[src/rtl/hazard_stall_ctrl.sv]
// Pipeline stall/flush sequencer: load-use bubbles, taken-branch flushes and a
// fixed-latency mult/div hold, plus a saturating stall-cycle counter.
module hazard_stall_ctrl #(
    parameter int MD_LAT = 8
) (
    input  logic        Clk,
    input  logic        Reset,
    input  logic        MemR_EX,
    input  logic [4:0]  EX_rfWeSel,
    input  logic [4:0]  ID_rfReSel1,
    input  logic [4:0]  ID_rfReSel2,
    input  logic        ID_useRs,
    input  logic        ID_useRt,
    input  logic        ID_MulDiv,
    input  logic        Branch_EX,
    output logic        PC_We,
    output logic        IFID_We,
    output logic        IFID_Flush,
    output logic        IDEX_Flush,
    output logic        MulDiv_Start,
    output logic        MulDiv_Busy,
    output logic        MulDiv_Done,
    output logic [15:0] Stall_Cnt
);

    localparam int CW = $clog2(MD_LAT);
    localparam logic [CW-1:0] CNT_LOAD = CW'(MD_LAT - 1);
    localparam logic [CW-1:0] CNT_ONE  = CW'(1);

    typedef enum logic {
        IDLE   = 1'b0,
        MDBUSY = 1'b1
    } state_t;

    state_t          state_reg, state_next;
    logic [CW-1:0]   cnt_reg, cnt_next;
    logic [15:0]     stall_cnt_reg;
    logic            loaduse;
    logic            rs_hit, rt_hit;

    assign rs_hit  = ID_useRs && (EX_rfWeSel == ID_rfReSel1);
    assign rt_hit  = ID_useRt && (EX_rfWeSel == ID_rfReSel2);
    // Writes to r0 never create a dependency.
    assign loaduse = MemR_EX && (EX_rfWeSel != 5'd0) && (rs_hit || rt_hit);

    always_ff @(posedge Clk) begin
        if (Reset) begin
            state_reg <= IDLE;
            cnt_reg   <= '0;
        end else begin
            state_reg <= state_next;
            cnt_reg   <= cnt_next;
        end
    end

    always_comb begin
        state_next = state_reg;
        cnt_next   = cnt_reg;
        case (state_reg)
            IDLE: begin
                if (!Branch_EX && !loaduse && ID_MulDiv) begin
                    state_next = MDBUSY;
                    cnt_next   = CNT_LOAD;
                end
            end
            MDBUSY: begin
                if (cnt_reg != '0) begin
                    cnt_next = cnt_reg - CNT_ONE;
                end else begin
                    state_next = IDLE;
                end
            end
        endcase
    end

    // Outputs stay at their pass-through defaults while Reset is asserted.
    always_comb begin
        PC_We        = 1'b1;
        IFID_We      = 1'b1;
        IFID_Flush   = 1'b0;
        IDEX_Flush   = 1'b0;
        MulDiv_Start = 1'b0;
        MulDiv_Busy  = 1'b0;
        MulDiv_Done  = 1'b0;
        if (!Reset) begin
            case (state_reg)
                IDLE: begin
                    if (Branch_EX) begin
                        IFID_Flush = 1'b1;
                        IDEX_Flush = 1'b1;
                    end else if (loaduse) begin
                        PC_We      = 1'b0;
                        IFID_We    = 1'b0;
                        IDEX_Flush = 1'b1;
                    end else if (ID_MulDiv) begin
                        MulDiv_Start = 1'b1;
                        PC_We        = 1'b0;
                        IFID_We      = 1'b0;
                        IDEX_Flush   = 1'b1;
                    end
                end
                MDBUSY: begin
                    MulDiv_Busy = 1'b1;
                    if (cnt_reg != '0) begin
                        PC_We      = 1'b0;
                        IFID_We    = 1'b0;
                        IDEX_Flush = 1'b1;
                    end else begin
                        MulDiv_Done = 1'b1;
                    end
                end
            endcase
        end
    end

    always_ff @(posedge Clk) begin
        if (Reset) begin
            stall_cnt_reg <= '0;
        end else if (!PC_We && (stall_cnt_reg != 16'hFFFF)) begin
            stall_cnt_reg <= stall_cnt_reg + 16'd1;
        end
    end

    assign Stall_Cnt = stall_cnt_reg;

endmodule

[config.mk]
export PLATFORM = sky130hd
export DESIGN_NAME = hazard_stall_ctrl
export DESIGN_NICKNAME = d
export VERILOG_FILES = /design/src/rtl/hazard_stall_ctrl.sv
export SDC_FILE = /design/constraint.sdc
export NUM_CORES = 1
export LEC_CHECK = 0
export ABC_AREA = 1
export CORE_MARGIN = 1
export CORE_UTILIZATION = 43
export DETAILED_ROUTE_END_ITERATION = 8
export MAX_ROUTING_LAYER = met4
export PLACE_DENSITY = 0.77
export SKIP_CTS_REPAIR_TIMING = 1
export SLEW_MARGIN = 30
export SYNTH_ARGS = -nofsm -noshare
export SYNTH_HDL_FRONTEND = slang
export SYNTH_SLANG_ARGS = --single-unit
[constraint.sdc]
create_clock -name Clk -period 1.92 [get_ports Clk]
set_clock_uncertainty 0.1 [all_clocks]
set_input_delay 0.288 -clock Clk [delete_from_list [all_inputs] [get_ports Clk]]
set_output_delay 0.288 -clock Clk [all_outputs]
set_load 0.02 [all_outputs]
==> reports/results.tsv, run 1 <==
metric	value	unit
status	complete, no violations	
slowest_delay	0.45	ns
cap_violations	0	
cts-htree-levels	1	
antenna_found_initial	0	
postLayoutCoreUtil	66.0	%
p_int	0.653	mW
fin_crit	1.86	ns
setup_viol	0	
std_cell_rows	21	
ys.warnings.count	0	
via_count	1691	
ir_drop	0.000299	V
drtIter0Drc	65	
grt_overflow	0	
final_nets	329	
synth_top_area_cell	dfxtp_1	
drv_slew	0	
critPathMaxFanout	3	
synth_area_leaders	dfxtp_1 (26%), nand2_1 (17%), inv_1 (8.7%)	
synth_top_area_share	26.5	%
post-dp-hpwl	2740	um
slowest_stage	clkdlybuf4s50_1	
setup_tns	0	ns
drc	0	
die_w	61.3	um
grt_use_total	21.2	%
place.port_buffers	44	
grt_pass1_vias	1450	
total_leakage_power	1.12	nW
largest_register_ffs	16	
worstSetupPathType	primary input to output pin	
timing.fmax	538	MHz
p_comb_share	26.0	%
clock_sinks	20	
setup_slack	0.0627	ns
dr.pass1.iters	4	
via_per_inst	4.85	
ys_ff_latch	20	
ant_nets	0	
grt_pass1_wl	5850	um
drive_above_1_share	19.5	%
routed_wl	3820	um
die_area	3760	sq um
synth_cell_types	26	
power-per-cell-area	418	nW/um^2
p_clk_share	27.2	%
syn-mean-instance-area	6.32	sq um
seq_area_frac_synth	26.5	%
synth_area	1510	sq um
cts_made_buffers	3	
cp.required	1.53	ns
area_growth	46.9	%
synth_fp_nets	264	
path_cells	clkdlybuf4s50_1 -> nand2_1 -> nor2_1 -> nand3_1 -> nand2_1 -> nand2_2 -> nand4_1 -> nand3_1 -> inv_1 -> buf_6	
gp_congestion	0.889	
cts_root_buf	clkbuf_4	
hold-worst-slack	0.392	ns
cts_tree	done	
worst_pin_slew	0.303	ns
insertion_delay	0.30	ns
cp-end-kind	output pin	
start_kind	primary input	
die_h	61.3	um
switching_share	29.7	%
p_switching	0.276	mW
p_total	0.929	mW
initial_core_util	44.9	%
ios	45	
wl_per_cell	10.9	um
core	3360	sq um
path_clk_slew	0.12	ns
seqPwrFrac	46.8	%
postSynthCellCount	239	
n_antenna_cell	0	
grt_max_degree	18	
slew_headroom	79.6	%
hold_violations	0	
hold_class	register to register	
dp_slack	-0.590	ns
cts_buffer_depth	2	
cp.arrival	1.47	ns
period_share	96.7	%
[cell usage after synthesis (all sizes together)]
| cell | count |
|---|---|
| nand2 | 67 |
| inv | 38 |
| nor2 | 25 |
| dfxtp | 20 |
| nand3 | 20 |
| a21oi | 16 |
| nand4 | 16 |
| xor2 | 11 |
| nor3 | 7 |
| buf | 5 |
| o21ai | 4 |
| clkbuf | 3 |
| ha | 3 |
| nand3b | 2 |
| a31oi | 1 |
| or2 | 1 |
[worst paths after layout]
path / from / to / slack [ns] / cells after the start
min reg2reg: Stall_Cnt[1] / Stall_Cnt[1] / 0.39 / 2
max reg2reg: Stall_Cnt[0] / Stall_Cnt[7] / 0.12 / 8
max: ID_useRs / IDEX_Flush / 0.06 / 10
min: Stall_Cnt[1] / Stall_Cnt[1] / 0.39 / 2
[critical path: cells and delay by family]
kind / cells / cell delay, ns
simple gates: 7 / 0.55
buf+inv: 3 / 0.63
[cells by family (layout without fill, tap and decap cells)]
| kind of cell | count (synthesis) | in the layout | synth area share [%] |
|---|---|---|---|
| AOI/OAI and AO/OA | 21 | 21 | 9.52 |
| adders and majority gates | 3 | 3 | 2.48 |
| and+or+nand+nor | 138 | 139 | 42.1 |
| DFF | 20 | 20 | 26.5 |
| buffers and inverters | 46 | 109 | 13.1 |
| xor gates and xnor gates | 11 | 11 | 6.37 |
[through the flow]
stage          instance area [sq um]  cells
3_3_place_gp                    2130    344
6_report                        2220    349
2_1_floorplan                   1510    239
4_1_cts                         2170    348
3_5_place_dp                    2130    344
5_1_grt                         2220    349
[power by group through the flow]
stage | Clock, mW | Combinational [mW] | Sequential [mW]
2_1_floorplan | 0 | 0.124 | 0.444
3_3_place_gp | 0 | 0.235 | 0.442
3_5_place_dp | 0 | 0.238 | 0.443
4_1_cts | 0.262 | 0.239 | 0.433
5_1_grt | 0.284 | 0.268 | 0.435
6_report | 0.253 | 0.241 | 0.434
[metal layers]
layer  vias to the layer above  share of wire, %  global-route usage, %
li1                        892                 -                      -
met1                       762                46                   25.3
met2                        35                51                   36.0
met3                         2               2.7                   3.78
met4                         0              0.52                   6.49
met5                         -                 0                      -
[cells in the final DEF, fill, tap and decap left out, drive strengths merged]
master / instances
buf: 27
nand3b: 2
inv: 38
a31oi: 1
or2: 1
a21oi: 16
clkdlybuf4s50: 22
nand3: 21
xor2: 11
dfxtp: 20
nor2: 25
dlymetal6s2s: 17
nand2: 67
clkbuf: 5
nand4: 16
nor3: 7
ha: 3
o21ai: 4
[layout make-up]
class	instances	area [sq um]
Clock buffer	4	36.3
Fill cell	330	1140
Inverter	38	143
Multi-Input combinational cell	174	938
Sequential cell	20	404
Tap cell	46	57.6
Timing Repair Buffer	67	642
(Power assumes the default switching activity.)
==> run 2, diff against run 1 <==
--- a/config.mk
+++ b/config.mk
@@ -11,6 +11,7 @@
 export DETAILED_ROUTE_END_ITERATION = 8
 export MAX_ROUTING_LAYER = met4
 export PLACE_DENSITY = 0.77
+export RECOVER_POWER = 25
 export SKIP_CTS_REPAIR_TIMING = 1
 export SLEW_MARGIN = 30
 export SYNTH_ARGS = -nofsm -noshare
==> reports/results.tsv, run 2 (synthesized netlist as in run 1, its figures left out) <==
metric	value	unit	change
status	complete, no violations		
drv_slew	0		unchanged
grt_pass1_wl	5850	um	unchanged
ir_drop	0.000299	V	about the same
final_nets	329		unchanged
cts_tree	done		
dp_slack	-0.590	ns	unchanged
layout_common_cells	nand2_1 (65), inv_1 (35), buf_4 (25)		
cp-end-kind	output pin		
cap_violations	0		unchanged
period_share	96.7	%	unchanged
clock_sinks	20		unchanged
place.port_buffers	44		unchanged
path_clk_slew	0.12	ns	about the same
ios	45		unchanged
slowest_stage	clkdlybuf4s50_1		
area_growth	46.9	%	about the same
stdcell_count	349		unchanged
grt_use_total	21.2	%	unchanged
start_kind	primary input		
ant_nets	0		unchanged
cts_root_buf	clkbuf_4		
post-dp-hpwl	2740	um	unchanged
dr.pass1.iters	4		unchanged
hold_path_depth	2		unchanged
hold_start	Stall_Cnt[1]		
drtIter0Drc	65		unchanged
cts_buffer_depth	2		unchanged
hold_violations	0		unchanged
worst_pin_slew	0.303	ns	unchanged
cts_made_buffers	3		unchanged
crit_path_start	ID_useRs		
timing.fmax	538	MHz	unchanged
slowest_delay	0.45	ns	about the same
min_to	Stall_Cnt[1]		
path_cells	clkdlybuf4s50_1 -> nand2_1 -> nor2_1 -> nand3_1 -> nand2_1 -> nand2_2 -> nand4_1 -> nand3_1 -> inv_1 -> buf_6		
drc	0		unchanged
hold_class	register to register		
path_buf_inv	3		unchanged
via_per_inst	4.85		unchanged
critPathMaxFanout	3		unchanged
std_cell_rows	21		unchanged
slew_headroom	79.6	%	unchanged
grt_max_degree	18		unchanged
final_common_cell	nand2_1		
setup_viol	0		unchanged
setup_tns	0	ns	unchanged
r2r_end	Stall_Cnt[7]		
insertion_delay	0.30	ns	about the same
setup_slack	0.0627	ns	unchanged
dp.cells	344		unchanged
critPathTopFamily	buffers and inverters		
postLayoutCoreUtil	66.0	%	about the same
antenna_found_initial	0		unchanged
total_leakage_power	1.12	nW	about the same
grt_pass1_vias	1450		unchanged
r2r_slack	0.12	ns	about the same
drive_above_1_share	19.1	%	-0.33 points
wl_per_cell	10.9	um	unchanged
r2r_cells	8		unchanged
power-per-cell-area	418	nW/um^2	about the same
n_antenna_cell	0		unchanged
p_total	0.928	mW	about the same
via_count	1691		unchanged
die_area	3760	sq um	unchanged
fin_crit	1.86	ns	unchanged
cp.arrival	1.47	ns	about the same
die_w	61.3	um	unchanged
r2r-start	Stall_Cnt[0]		
cp.required	1.53	ns	about the same
cts-htree-levels	1		unchanged
core	3360	sq um	unchanged
worstSetupPathType	primary input to output pin		
largest_register_ffs	16		unchanged
gp_congestion	0.889		unchanged
routed_wl	3820	um	unchanged
initial_core_util	44.9	%	unchanged
die_h	61.3	um	unchanged
grt_overflow	0		unchanged
## run 2: changes by cell type in the layout (fill, tap and decap cells not counted)
| cell | previous run | this run |
|---|---|---|
| dfxtp_2 | 3 | 2 |
| dfxtp_1 | 17 | 18 |
## run 2: how the worst max path moves through the flow
| stage | endpoint | slack (ns) | depth (start not counted) |
|---|---|---|---|
| 3_3_place_gp | IDEX_Flush | -0.61 | 12 |
| 2_1_floorplan | PC_We | 0.02 | 7 |
| 6_report | IDEX_Flush | 0.06 | 10 |
| 5_1_grt | IDEX_Flush | -0.01 | 10 |
| 3_5_place_dp | IDEX_Flush | -0.59 | 12 |
| 4_1_cts | IDEX_Flush | -0.60 | 12 |
## run 2: layout make-up
type | count | area (sq um)
multi-input cells | 174 | 938
fillers | 331 | 1140
inverters | 38 | 143
repair buffers | 67 | 642
well taps | 46 | 57.6
flip-flops and latches | 20 | 403
clock buffers | 4 | 36.3
## run 2: power breakdown
group | internal (mW) | switching [mW]
clock | 0.116 | 0.137
sequential | 0.426 | 0.00767
combinational | 0.110 | 0.131
## run 2: per-layer routing
metal  share of wire [%]  vias up  global-route usage, %
met3                 2.7        2                   3.78
met5                   0        -                      -
met2                  51       35                   36.0
met4                0.52        0                   6.49
li1                    -      892                      -
met1                  46      762                   25.3
## run 2: through the flow
stage | hold slack (ns) | area [sq um]
global route | 0.413 | 2220
global placement | 0.372 | 2130
detailed placement | 0.378 | 2130
CTS | 0.396 | 2170
finish | 0.392 | 2220
floorplan | 0.365 | 1510
## run 2: tightest hold or removal path: cells and delay by family, from the launching register on
kind	cells	cell delay, ns
AO/OA/AOI/OAI	1	0.05
flip-flops	1	0.36
AND/OR/NAND/NOR	1	0.06
